[src/rtl/voice_allocator_if.sv]
// voice_allocator_if: registered mixer bus from voice_allocator to channel_mixer.
// One enable, one pitch divider and one 2-bit waveform per voice channel.
interface voice_allocator_if #(
  parameter int NUM_VOICES = 4,
  parameter int PITCH_W    = 12
);
  logic [NUM_VOICES-1:0]         channel_ena;
  logic [NUM_VOICES*PITCH_W-1:0] pitches;
  logic [NUM_VOICES*2-1:0]       waveforms;

  modport master (output channel_ena, pitches, waveforms);
  modport slave  (input  channel_ena, pitches, waveforms);
endinterface

[src/rtl/voice_allocator.sv]
// voice_allocator: polyphonic front end between the debounced key bus and channel_mixer.
// Assigns key presses to NUM_VOICES channels with oldest-voice stealing, latches a
// waveform per voice at note-on, and switches between PLAY and DEMO modes.
// Optional feature: define SUSTAIN_PEDAL_EN to add the `sustain` pedal input.
module voice_allocator #(
  parameter int NUM_KEYS   = 8,
  parameter int NUM_VOICES = 4,
  parameter int PITCH_W    = 12,
  parameter int AGE_W      = 4
) (
  input  logic                          clk,
  input  logic                          rst,
  input  logic [NUM_KEYS-1:0]           keys,
  input  logic [NUM_KEYS*PITCH_W-1:0]   key_pitches,
  input  logic [1:0]                    waveform_sel,
  input  logic                          demo_req,
  input  logic [NUM_VOICES-1:0]         demo_channel_ena,
  input  logic [NUM_VOICES*PITCH_W-1:0] demo_pitches,
  input  logic [NUM_VOICES*2-1:0]       demo_waveforms,
`ifdef SUSTAIN_PEDAL_EN
  input  logic                          sustain,
`endif
  output logic                          demo_ena,
  voice_allocator_if.master             mix
);

  localparam int KEY_W = (NUM_KEYS > 1) ? $clog2(NUM_KEYS) : 1;

  localparam logic [0:0] MODE_PLAY = 1'b0;
  localparam logic [0:0] MODE_DEMO = 1'b1;

  localparam logic [AGE_W-1:0] AGE_MAX = {AGE_W{1'b1}};

  // Mode and key tracking
  logic [0:0]          mode_q, mode_n;
  logic                demo_ena_n;
  logic [NUM_KEYS-1:0] key_q;
  logic [NUM_KEYS-1:0] rise, fall;
  logic [NUM_KEYS-1:0] pending_q, pending_n;
  logic [NUM_KEYS-1:0] cand;

  // Per-voice state; ena/pitch/wave registers drive the mixer bus directly
  logic [NUM_VOICES-1:0]              ena_q, ena_n;
  logic [NUM_VOICES-1:0]              sus_q, sus_n;
  logic [NUM_VOICES-1:0][KEY_W-1:0]   vkey_q, vkey_n;
  logic [NUM_VOICES-1:0][AGE_W-1:0]   age_q, age_n;
  logic [NUM_VOICES-1:0][PITCH_W-1:0] pitch_q, pitch_n;
  logic [NUM_VOICES-1:0][1:0]         wave_q, wave_n;

  // Release and allocation decisions for the current cycle
  logic [NUM_VOICES-1:0] released;
  logic [NUM_VOICES-1:0] sus_mark;
  logic [NUM_VOICES-1:0] free_v;
  logic                  alloc_valid;
  int                    alloc_key;
  logic                  free_found;
  int                    target;
  logic [AGE_W-1:0]      best_age;

  // Pedal level and its falling edge
  logic sus_level;
  logic sus_drop;

  assign rise = keys & ~key_q;
  assign fall = ~keys & key_q;

`ifdef SUSTAIN_PEDAL_EN
  logic sustain_q;

  // Remember the previous pedal level so a pedal release can be detected
  always_ff @(posedge clk or negedge rst) begin
    if (!rst) begin
      sustain_q <= 1'b0;
    end else begin
      sustain_q <= sustain;
    end
  end

  assign sus_level = sustain;
  assign sus_drop  = sustain_q & ~sustain;
`else
  assign sus_level = 1'b0;
  assign sus_drop  = 1'b0;
`endif

  // Decide which sounding voices stop this cycle: a key release frees its voice
  // unless the pedal is down, and a pedal release frees every sustained voice
  always_comb begin
    released = '0;
    sus_mark = '0;
    for (int v = 0; v < NUM_VOICES; v++) begin
      if (ena_q[v] && !sus_q[v] && fall[vkey_q[v]]) begin
        if (sus_level) begin
          sus_mark[v] = 1'b1;
        end else begin
          released[v] = 1'b1;
        end
      end
      if (sus_q[v] && sus_drop) begin
        released[v] = 1'b1;
      end
    end
  end

  // Pick the lowest-index pending key that is still held this cycle
  always_comb begin
    cand        = pending_q & ~fall;
    alloc_valid = 1'b0;
    alloc_key   = 0;
    for (int k = 0; k < NUM_KEYS; k++) begin
      if (!alloc_valid && cand[k]) begin
        alloc_valid = 1'b1;
        alloc_key   = k;
      end
    end
  end

  // Pick the target voice: lowest free voice (including ones freed this cycle),
  // otherwise the oldest voice with ties going to the lowest index
  always_comb begin
    free_v     = ~ena_q | released;
    free_found = 1'b0;
    target     = 0;
    best_age   = age_q[0];
    for (int v = 0; v < NUM_VOICES; v++) begin
      if (!free_found && free_v[v]) begin
        free_found = 1'b1;
        target     = v;
      end
    end
    if (!free_found) begin
      for (int v = 1; v < NUM_VOICES; v++) begin
        if (age_q[v] > best_age) begin
          best_age = age_q[v];
          target   = v;
        end
      end
    end
  end

  // Next-state logic for mode, pending keys and all voice registers
  always_comb begin
    mode_n     = mode_q;
    demo_ena_n = demo_ena;
    pending_n  = pending_q;
    ena_n      = ena_q;
    sus_n      = sus_q;
    vkey_n     = vkey_q;
    age_n      = age_q;
    pitch_n    = pitch_q;
    wave_n     = wave_q;

    if (mode_q == MODE_PLAY) begin
      if (demo_req) begin
        mode_n     = MODE_DEMO;
        demo_ena_n = 1'b1;
        pending_n  = '0;
        ena_n      = '0;
        sus_n      = '0;
        age_n      = '0;
      end else begin
        ena_n     = ena_q & ~released;
        sus_n     = (sus_q & ~released) | sus_mark;
        pending_n = cand | rise;
        if (alloc_valid) begin
          pending_n[alloc_key] = 1'b0;
          for (int v = 0; v < NUM_VOICES; v++) begin
            if (v == target) begin
              vkey_n[v]  = KEY_W'(alloc_key);
              pitch_n[v] = key_pitches[alloc_key*PITCH_W +: PITCH_W];
              wave_n[v]  = waveform_sel;
              ena_n[v]   = 1'b1;
              sus_n[v]   = 1'b0;
              age_n[v]   = '0;
            end else if (ena_n[v] && age_q[v] != AGE_MAX) begin
              age_n[v] = age_q[v] + 1'b1;
            end
          end
        end
      end
    end else begin
      ena_n     = demo_channel_ena;
      pitch_n   = demo_pitches;
      wave_n    = demo_waveforms;
      pending_n = '0;
      sus_n     = '0;
      age_n     = '0;
      if (|rise) begin
        mode_n     = MODE_PLAY;
        demo_ena_n = 1'b0;
        ena_n      = '0;
      end
    end
  end

  // State registers; everything clears asynchronously while rst is low
  always_ff @(posedge clk or negedge rst) begin
    if (!rst) begin
      mode_q    <= MODE_PLAY;
      demo_ena  <= 1'b0;
      key_q     <= '0;
      pending_q <= '0;
      ena_q     <= '0;
      sus_q     <= '0;
      vkey_q    <= '0;
      age_q     <= '0;
      pitch_q   <= '0;
      wave_q    <= '0;
    end else begin
      mode_q    <= mode_n;
      demo_ena  <= demo_ena_n;
      key_q     <= keys;
      pending_q <= pending_n;
      ena_q     <= ena_n;
      sus_q     <= sus_n;
      vkey_q    <= vkey_n;
      age_q     <= age_n;
      pitch_q   <= pitch_n;
      wave_q    <= wave_n;
    end
  end

  assign mix.channel_ena = ena_q;
  assign mix.pitches     = pitch_q;
  assign mix.waveforms   = wave_q;

endmodule
[src/flat_wrapper.sv]
// flat-port wrapper written by rule: the top's interface ports become plain ports
module voice_allocator_flat 
#(
  parameter int NUM_KEYS   = 8,
  parameter int NUM_VOICES = 4,
  parameter int PITCH_W    = 12,
  parameter int AGE_W      = 4
)
  (clk, rst, keys, key_pitches, waveform_sel, demo_req, demo_channel_ena, demo_pitches, demo_waveforms, demo_ena, mix_channel_ena, mix_pitches, mix_waveforms);
  voice_allocator_if #(.NUM_VOICES(NUM_VOICES), .PITCH_W(PITCH_W)) mix_i ();
  input  logic clk;
  input  logic rst;
  input  logic [NUM_KEYS-1:0] keys;
  input  logic [NUM_KEYS*PITCH_W-1:0] key_pitches;
  input  logic [1:0] waveform_sel;
  input  logic demo_req;
  input  logic [NUM_VOICES-1:0] demo_channel_ena;
  input  logic [NUM_VOICES*PITCH_W-1:0] demo_pitches;
  input  logic [NUM_VOICES*2-1:0] demo_waveforms;
  output logic demo_ena;
  output wire logic [$bits(mix_i.channel_ena)-1:0] mix_channel_ena;
  output wire logic [$bits(mix_i.pitches)-1:0] mix_pitches;
  output wire logic [$bits(mix_i.waveforms)-1:0] mix_waveforms;
  assign mix_channel_ena = mix_i.channel_ena;
  assign mix_pitches = mix_i.pitches;
  assign mix_waveforms = mix_i.waveforms;
  voice_allocator #(.NUM_KEYS(NUM_KEYS), .NUM_VOICES(NUM_VOICES), .PITCH_W(PITCH_W), .AGE_W(AGE_W)) u_core (.clk(clk), .rst(rst), .keys(keys), .key_pitches(key_pitches), .waveform_sel(waveform_sel), .demo_req(demo_req), .demo_channel_ena(demo_channel_ena), .demo_pitches(demo_pitches), .demo_waveforms(demo_waveforms), .demo_ena(demo_ena), .mix(mix_i));
endmodule
[config.mk]
export PLATFORM = sky130hd
export DESIGN_NAME = voice_allocator_flat
export DESIGN_NICKNAME = d
export VERILOG_FILES = /design/src/rtl/voice_allocator_if.sv /design/src/rtl/voice_allocator.sv /design/src/flat_wrapper.sv
export SDC_FILE = /design/constraint.sdc
export NUM_CORES = 1
export LEC_CHECK = 0
export ABC_AREA = 1
export CORE_MARGIN = 2
export CORE_UTILIZATION = 48
export CTS_CLUSTER_DIAMETER = 150
export DETAILED_ROUTE_END_ITERATION = 16
export HOLD_SLACK_MARGIN = 0.15
export PLACE_DENSITY = 0.84
export SYNTH_ARGS = -nofsm -noshare
export SYNTH_HDL_FRONTEND = slang
export SYNTH_SLANG_ARGS = --single-unit
[constraint.sdc]
create_clock -name clk -period 5.5 [get_ports clk]
set_clock_uncertainty 0.1 [all_clocks]
set_input_delay 0.55 -clock clk [delete_from_list [all_inputs] [get_ports clk]]
set_output_delay 0.55 -clock clk [all_outputs]
set_load 0.05 [all_outputs]
# Word-level counts from Yosys, hierarchy flattened
# Index checks and enable logic that the tools add are counted.
dict set report classes {
  mul 1
  bitwise 16
  div_mod_pow 0
  n_mux 93
  n_reduce_logical 63
  n_lt_le_gt_ge 9
  eq_ne 9
  add_sub_neg 4
  n_shift 1
}
# op n
set ops {}
lappend ops {{2-to-1 mux 48 bit} 3}
lappend ops {{variable part select 96 x 32 -> 12 bit} 1}
lappend ops {{2-to-1 mux 4 bit} 19}
lappend ops {{== test 3 x 32 -> 1 bit, first input constant} 2}
lappend ops {{2-to-1 mux 12 bit} 4}
lappend ops {{2-to-1 mux 16 bit} 3}
lappend ops {{2-to-1 mux 8 bit} 6}
lappend ops {{2-to-1 mux 1 bit} 37}
lappend ops {{bitwise AND 8 bit} 4}
lappend ops {{== test 2 x 32 -> 1 bit, first input constant} 1}
lappend ops {{zero test 32 bit} 1}
lappend ops {{2-to-1 mux 32 bit} 1}
lappend ops {{inverter 8 bit} 4}
lappend ops {{logical AND 1 bit} 23}
lappend ops {{2-to-1 mux 2 bit} 11}
lappend ops {{< comparator 3 x 4 -> 1 bit, second input constant} 5}
lappend ops {{adder 4 x 1 -> 4 bit, second input constant} 4}
lappend ops {{!= test 4 bit, second input constant} 4}
lappend ops {{AND reduction 4 bit} 4}
lappend ops {{nonzero test 4 bit} 4}
lappend ops {{zero test 1 bit} 14}
lappend ops {{binary-select mux 1 bit (select 3 bit)} 4}
lappend ops {{greater-than comparator 4 bit} 3}
lappend ops {{2-to-1 mux 3 bit} 4}
lappend ops {{15 further kinds} 30}
dict set report totals {
  register_bits 110
  rom_bits 0
  mem_bits_rw 0
  mem_count 0
  latchBits 0
  output_inout_bits 61
}

# Longest topological paths before layout
dict set report depth {
  word_depth 35
  ltp_mapped 33
  depth_no_buf 32
}

# Worst setup path after synthesis
# OpenSTA, ideal clock, no wires.
dict set report synth_path {
  path_kind {register to register}
  startpoint {reg u_core.age_q[1] in the netlist's numbering}
  endpoint {reg u_core.pitch_q, in the netlist u_core.mix.pitches[13]}
  stages_incl_launch_ff 29
  arrival_ns 3.804
  path_slack_ns 1.478
  t_required_ns 5.282
  path_cell_list {dfrtp_1 > inv_1 > ha_1 > inv_1 > nor2_1 > o21ai_0 > nand2_1 > nand2_1 > o21ai_0 > ha_1 > nand2_1 > o21ai_0 > o21ai_2 > nand2_1 > o21ai_0 > ha_1 > inv_1 > nor2_1 > o21ai_0 > nand2_1 > nand2_1 > nand2_1 > o31ai_4 > nand2_1 > nand2_2 > nand2_2 > buf_6 > nand2_1 > nand2_1}
}
dict set report synth_between {
  elab_chain_cells 12
  word_cells_on_any_way 14
}
# element line_no
set synth_rtl {}
lappend synth_rtl {{start: declaration} voice_allocator.sv:46} ;# logic [NUM_VOICES-1:0][AGE_W-1:0] age_q, age_n;
lappend synth_rtl {{start signal: assignment} voice_allocator.sv:217} ;# age_q <= age_n;
lappend synth_rtl {{greater-than comparator 4 bit} voice_allocator.sv:133} ;# if (age_q[v] > best_age) begin
lappend synth_rtl {{2-to-1 mux 4 bit} voice_allocator.sv:133}
lappend synth_rtl {{2-to-1 mux 4 bit} voice_allocator.sv:131} ;# if (!free_found) begin
lappend synth_rtl {{greater-than comparator 4 bit} voice_allocator.sv:133}
lappend synth_rtl {{2-to-1 mux 4 bit} voice_allocator.sv:133}
lappend synth_rtl {{2-to-1 mux 4 bit} voice_allocator.sv:131}
lappend synth_rtl {{greater-than comparator 4 bit} voice_allocator.sv:133}
lappend synth_rtl {{2-to-1 mux 2 bit *} voice_allocator.sv:133}
lappend synth_rtl {{2-to-1 mux 32 bit *} voice_allocator.sv:131}
lappend synth_rtl {{== test 2 x 32 -> 1 bit *} voice_allocator.sv:168} ;# if (v == target) begin
lappend synth_rtl {{nonzero test 2 bit (no line) *} n/a}
lappend synth_rtl {{AND reduction 3 bit (no line) *} n/a}
lappend synth_rtl {{end signal: assignment} voice_allocator.sv:218} ;# pitch_q <= pitch_n;
lappend synth_rtl {{end: declaration} voice_allocator.sv:47} ;# logic [NUM_VOICES-1:0][PITCH_W-1:0] pitch_q, pitch_n;
# Every way passes the cells marked *; elsewhere a longest branch is shown, timed or not. The select of a mux whose other input is x is not followed.
# A chain may end at the register's enable or synchronous reset.

# Worst setup path after layout
dict set report layout_path {
  startpoint {reg u_core.age_q[1] in the netlist's numbering}
  endpoint {reg u_core.wave_q, in the netlist u_core.mix.waveforms[2]}
}
dict set report layout_between {
  elab_chain_cells 12
  word_cells_on_any_way 14
}
# element line_no
set layout_rtl {}
lappend layout_rtl {{greater-than comparator 4 bit} voice_allocator.sv:133}
lappend layout_rtl {{2-to-1 mux 4 bit} voice_allocator.sv:133}
lappend layout_rtl {{2-to-1 mux 4 bit} voice_allocator.sv:131}
lappend layout_rtl {{greater-than comparator 4 bit} voice_allocator.sv:133}
lappend layout_rtl {{2-to-1 mux 4 bit} voice_allocator.sv:133}
lappend layout_rtl {{2-to-1 mux 4 bit} voice_allocator.sv:131}
lappend layout_rtl {{greater-than comparator 4 bit} voice_allocator.sv:133}
lappend layout_rtl {{2-to-1 mux 2 bit *} voice_allocator.sv:133}
lappend layout_rtl {{2-to-1 mux 32 bit *} voice_allocator.sv:131}
lappend layout_rtl {{== test 2 x 32 -> 1 bit *} voice_allocator.sv:168}
lappend layout_rtl {{nonzero test 2 bit (no line) *} n/a}
lappend layout_rtl {{AND reduction 3 bit (no line) *} n/a}
lappend layout_rtl {{end signal: assignment} voice_allocator.sv:219} ;# wave_q <= wave_n;
lappend layout_rtl {{end: declaration} voice_allocator.sv:48} ;# logic [NUM_VOICES-1:0][1:0] wave_q, wave_n;
# Marked as above.

==> metrics <==
grt peak-use layer met2; register area share after synthesis 0.3652; Tightest Pin Transition about 1100 ps; Crit Path Category reg -> reg; Lkg Pwr ~5.5 nW; most common cell after layout, fill and taps aside nand2_1; post-CTS repair timing setup buffer count 0; setup TNS 0 ps; dominant cell type by area after synthesis dfrtp_1; DIE HEIGHT between 100 and 150 um; global-route wire length before repair approximately 38 mm; Post-Syn Instances 1123; row count 45; via count approximately 8000; initial core utilization 0.4940; Vias/cell between 5 and 6; core outline area 15260 um^2; Finish-stage setup viols 0; pin count of the biggest net entering global routing 76; clk root buf clkbuf_16; CTS clk-pin slew, worst paths 80 ps; overall power 4.874 mW; fraction of layout cells with a size suffix above 1 0.08315; Synth Area in Compound Gates 0.08997; relative slew slack 0.2357; met3 Usage GRT 0.05739; period utilization 0.8837; number of DRC markers in iteration 0 650; clk sinks 110; cell mode on critical path nand2_1; Final GP Congestion 0.9035; Yosys warning count 0; post-CTS resize count 0; Worst Hold Class in -> async; synthesized area 7537 um^2; GRT overflow 0; worst r2r path cells 27; io pins between 200 and 250; CP max-delay cell o31ai_4; Post-Synth Adder-Cell Area 0.02656; Cells after DPL 1531; post-synthesis xor/xnor area fraction 0.002324; Post-Syn Area per Cell 6.712 um^2; vias in the first global route 7528; Synth Flop Type dfrtp_1; fin area 10180 um^2; CTS tree done; status complete, no violations; drt first pass iters 7; GRT Total Usage 0.2868; hold_ws 218.9 ps; FF-to-FF End u_core.mix.waveforms[2]; clock latency at the later pin of the worst-skew pair 370 ps; final wirelength 24.10 mm; post-synthesis simple-gate area fraction 0.3913; # H-tree levels 3; max incr delay on CP 430 ps; Hold Buf Count CTS 0; crit start category register; Worst R2R Start u_core.age_q[1]; initial antenna violation count 0; Netlist cell types 44; die area between 15000 and 20000 um^2; mux share of post-synthesis cell area 0; minimum clock period slightly below 5000 ps; Crit path arrival time 4990 ps; MaxCap Viol Count 0; drt wl/cell 15.59 um; PortBufs 229; Max IR drop VDD 0.2608 mV; CP Capture Type register; Die X 129.3 um; Critical Path RT around 5600 ps; largest family of logic cells by synthesized area simple AND/OR/NAND/NOR gates; Final nets 1516; placed cell area around 9900 um^2; RSZ-0062 raised after global routing no; Syn Nets between 1000 and 1500; top cells by area, synth dfrtp_1, nand2_1, inv_1; # DRC 0; most frequent cells in the layout nand2_1, clkdlybuf4s50_1, inv_1, nand3_1, dfrtp_1; post-synth top area share 0.3652; PD cells approximately 480 nW/um^2; CTS Buffer Depth 2; post-synthesis async set-or-reset flop share 1.000; f_max 0.2057 GHz; Post-DRT Antenna Nets 0; Yosys reg bits between 100 and 150; met1 GRT Util 0.3691; Slew Viols, Final 0; ant diodes 0; reg2reg setup slack 640 ps; fillers 1304; Area Growth Syn to Fin 35.09%; CP max FO 16; TritonCTS Buffers 9; Post-DP HPWL 18.30 mm; number of flops mapped to enable cells by yosys 0; met2 usage 0.4687; final hold violations 0; fin cells 1546
power breakdown:
group	switching, mW	internal [mW]	total (mW)
clock	0.327	0.359	0.686
sequential	0.152	1.05	1.20
combinational	2.09	0.895	2.99
through the flow:
stage | setup slack, ps | util
final | 639.6 | 0.6673
after global routing | 81.43 | 0.6673
after CTS | 665.9 | 0.6673
after detailed placement | 749.2 | 0.6476
after global placement | 1021 | 0.6476
after floorplan | 1478 | -
synth_stat cells (2+ instances only):
cell and instances:
a2111oi_0 2, nand2_1 455, a31oi_1 2, buf_4 3
nand2_4 5, clkbuf_1 13, o21a_1 2, a21oi_1 28
nor2_2 6, buf_2 10, nand4_1 23, inv_4 2
clkinv_1 2, nand2_2 33, xor2_1 2, clkinv_2 2
nand3_2 7, o21ai_0 37, buf_6 5, nor2_4 4
nand3_1 112, ha_1 16, nor2_1 21, o211ai_1 9
inv_1 166, nor3_1 3, buf_8 2, o21ai_1 2
o21ai_2 16, inv_2 10, dfrtp_1 110
worst max-delay path: cells and delay by family (launching register included):
family	cells	cell delay, ps
simple gates	13	1630
flops	1	400
compound gates	8	1440
buf+inv	3	190
fa+ha+maj	3	960
kinds of logic after synthesis:
kind of cell    count (synthesis)
fa+ha+maj                      16
compound gates                105
flops                         110
simple gates                  671
xor+xnor                        2
buf+inv                       219
area by class of cell:
cell class / count / area [um^2] / share of cell area
repair buffers: 233 / 2320 / 0.2278
inverters: 183 / 699.4 / 0.06869
flip-flops and latches: 110 / 2754 / 0.2705
clock buffers: 9 / 225.2 / 0.02212
multi-input cells: 794 / 3845 / 0.3776
well taps: 211 / 264.0 / 0.02593
clock inverters: 6 / 75.07 / 0.007373
per-layer routing:
layer / wire (um) / up-vias
li1: - / 3917
met1: 9837 / 3652
met2: 11510 / 373
met3: 1851 / 62
met4: 897 / 0
met5: 0 / -
how the worst max path moves through the flow:
stage,from,endpoint,slack (ps),depth (start not counted)
CTS,u_core.age_q[1],u_core.mix.waveforms[2],670,27
detailed placement,u_core.age_q[1],u_core.mix.waveforms[3],750,27
global route,u_core.age_q[1],u_core.mix.waveforms[2],80,27
global placement,u_core.age_q[1],u_core.mix.waveforms[3],1020,27
floorplan,u_core.age_q[1],u_core.mix.pitches[13],1480,28
finish,u_core.age_q[1],u_core.mix.waveforms[2],640,27
registers in the layout, summed over array words and instances, names as in the netlist:
signal and cells:
u_core.mix.pitches 48, u_core.age_q 16, u_core.vkey_q 12, u_core.key_q 8, u_core.mix.waveforms 8, u_core.pending_q 8
u_core.mix.channel_ena 4, u_core.sus_q 4, u_core.demo_ena 1, u_core.mode_q 1
Note: power is estimated with default switching activity, not from simulation.
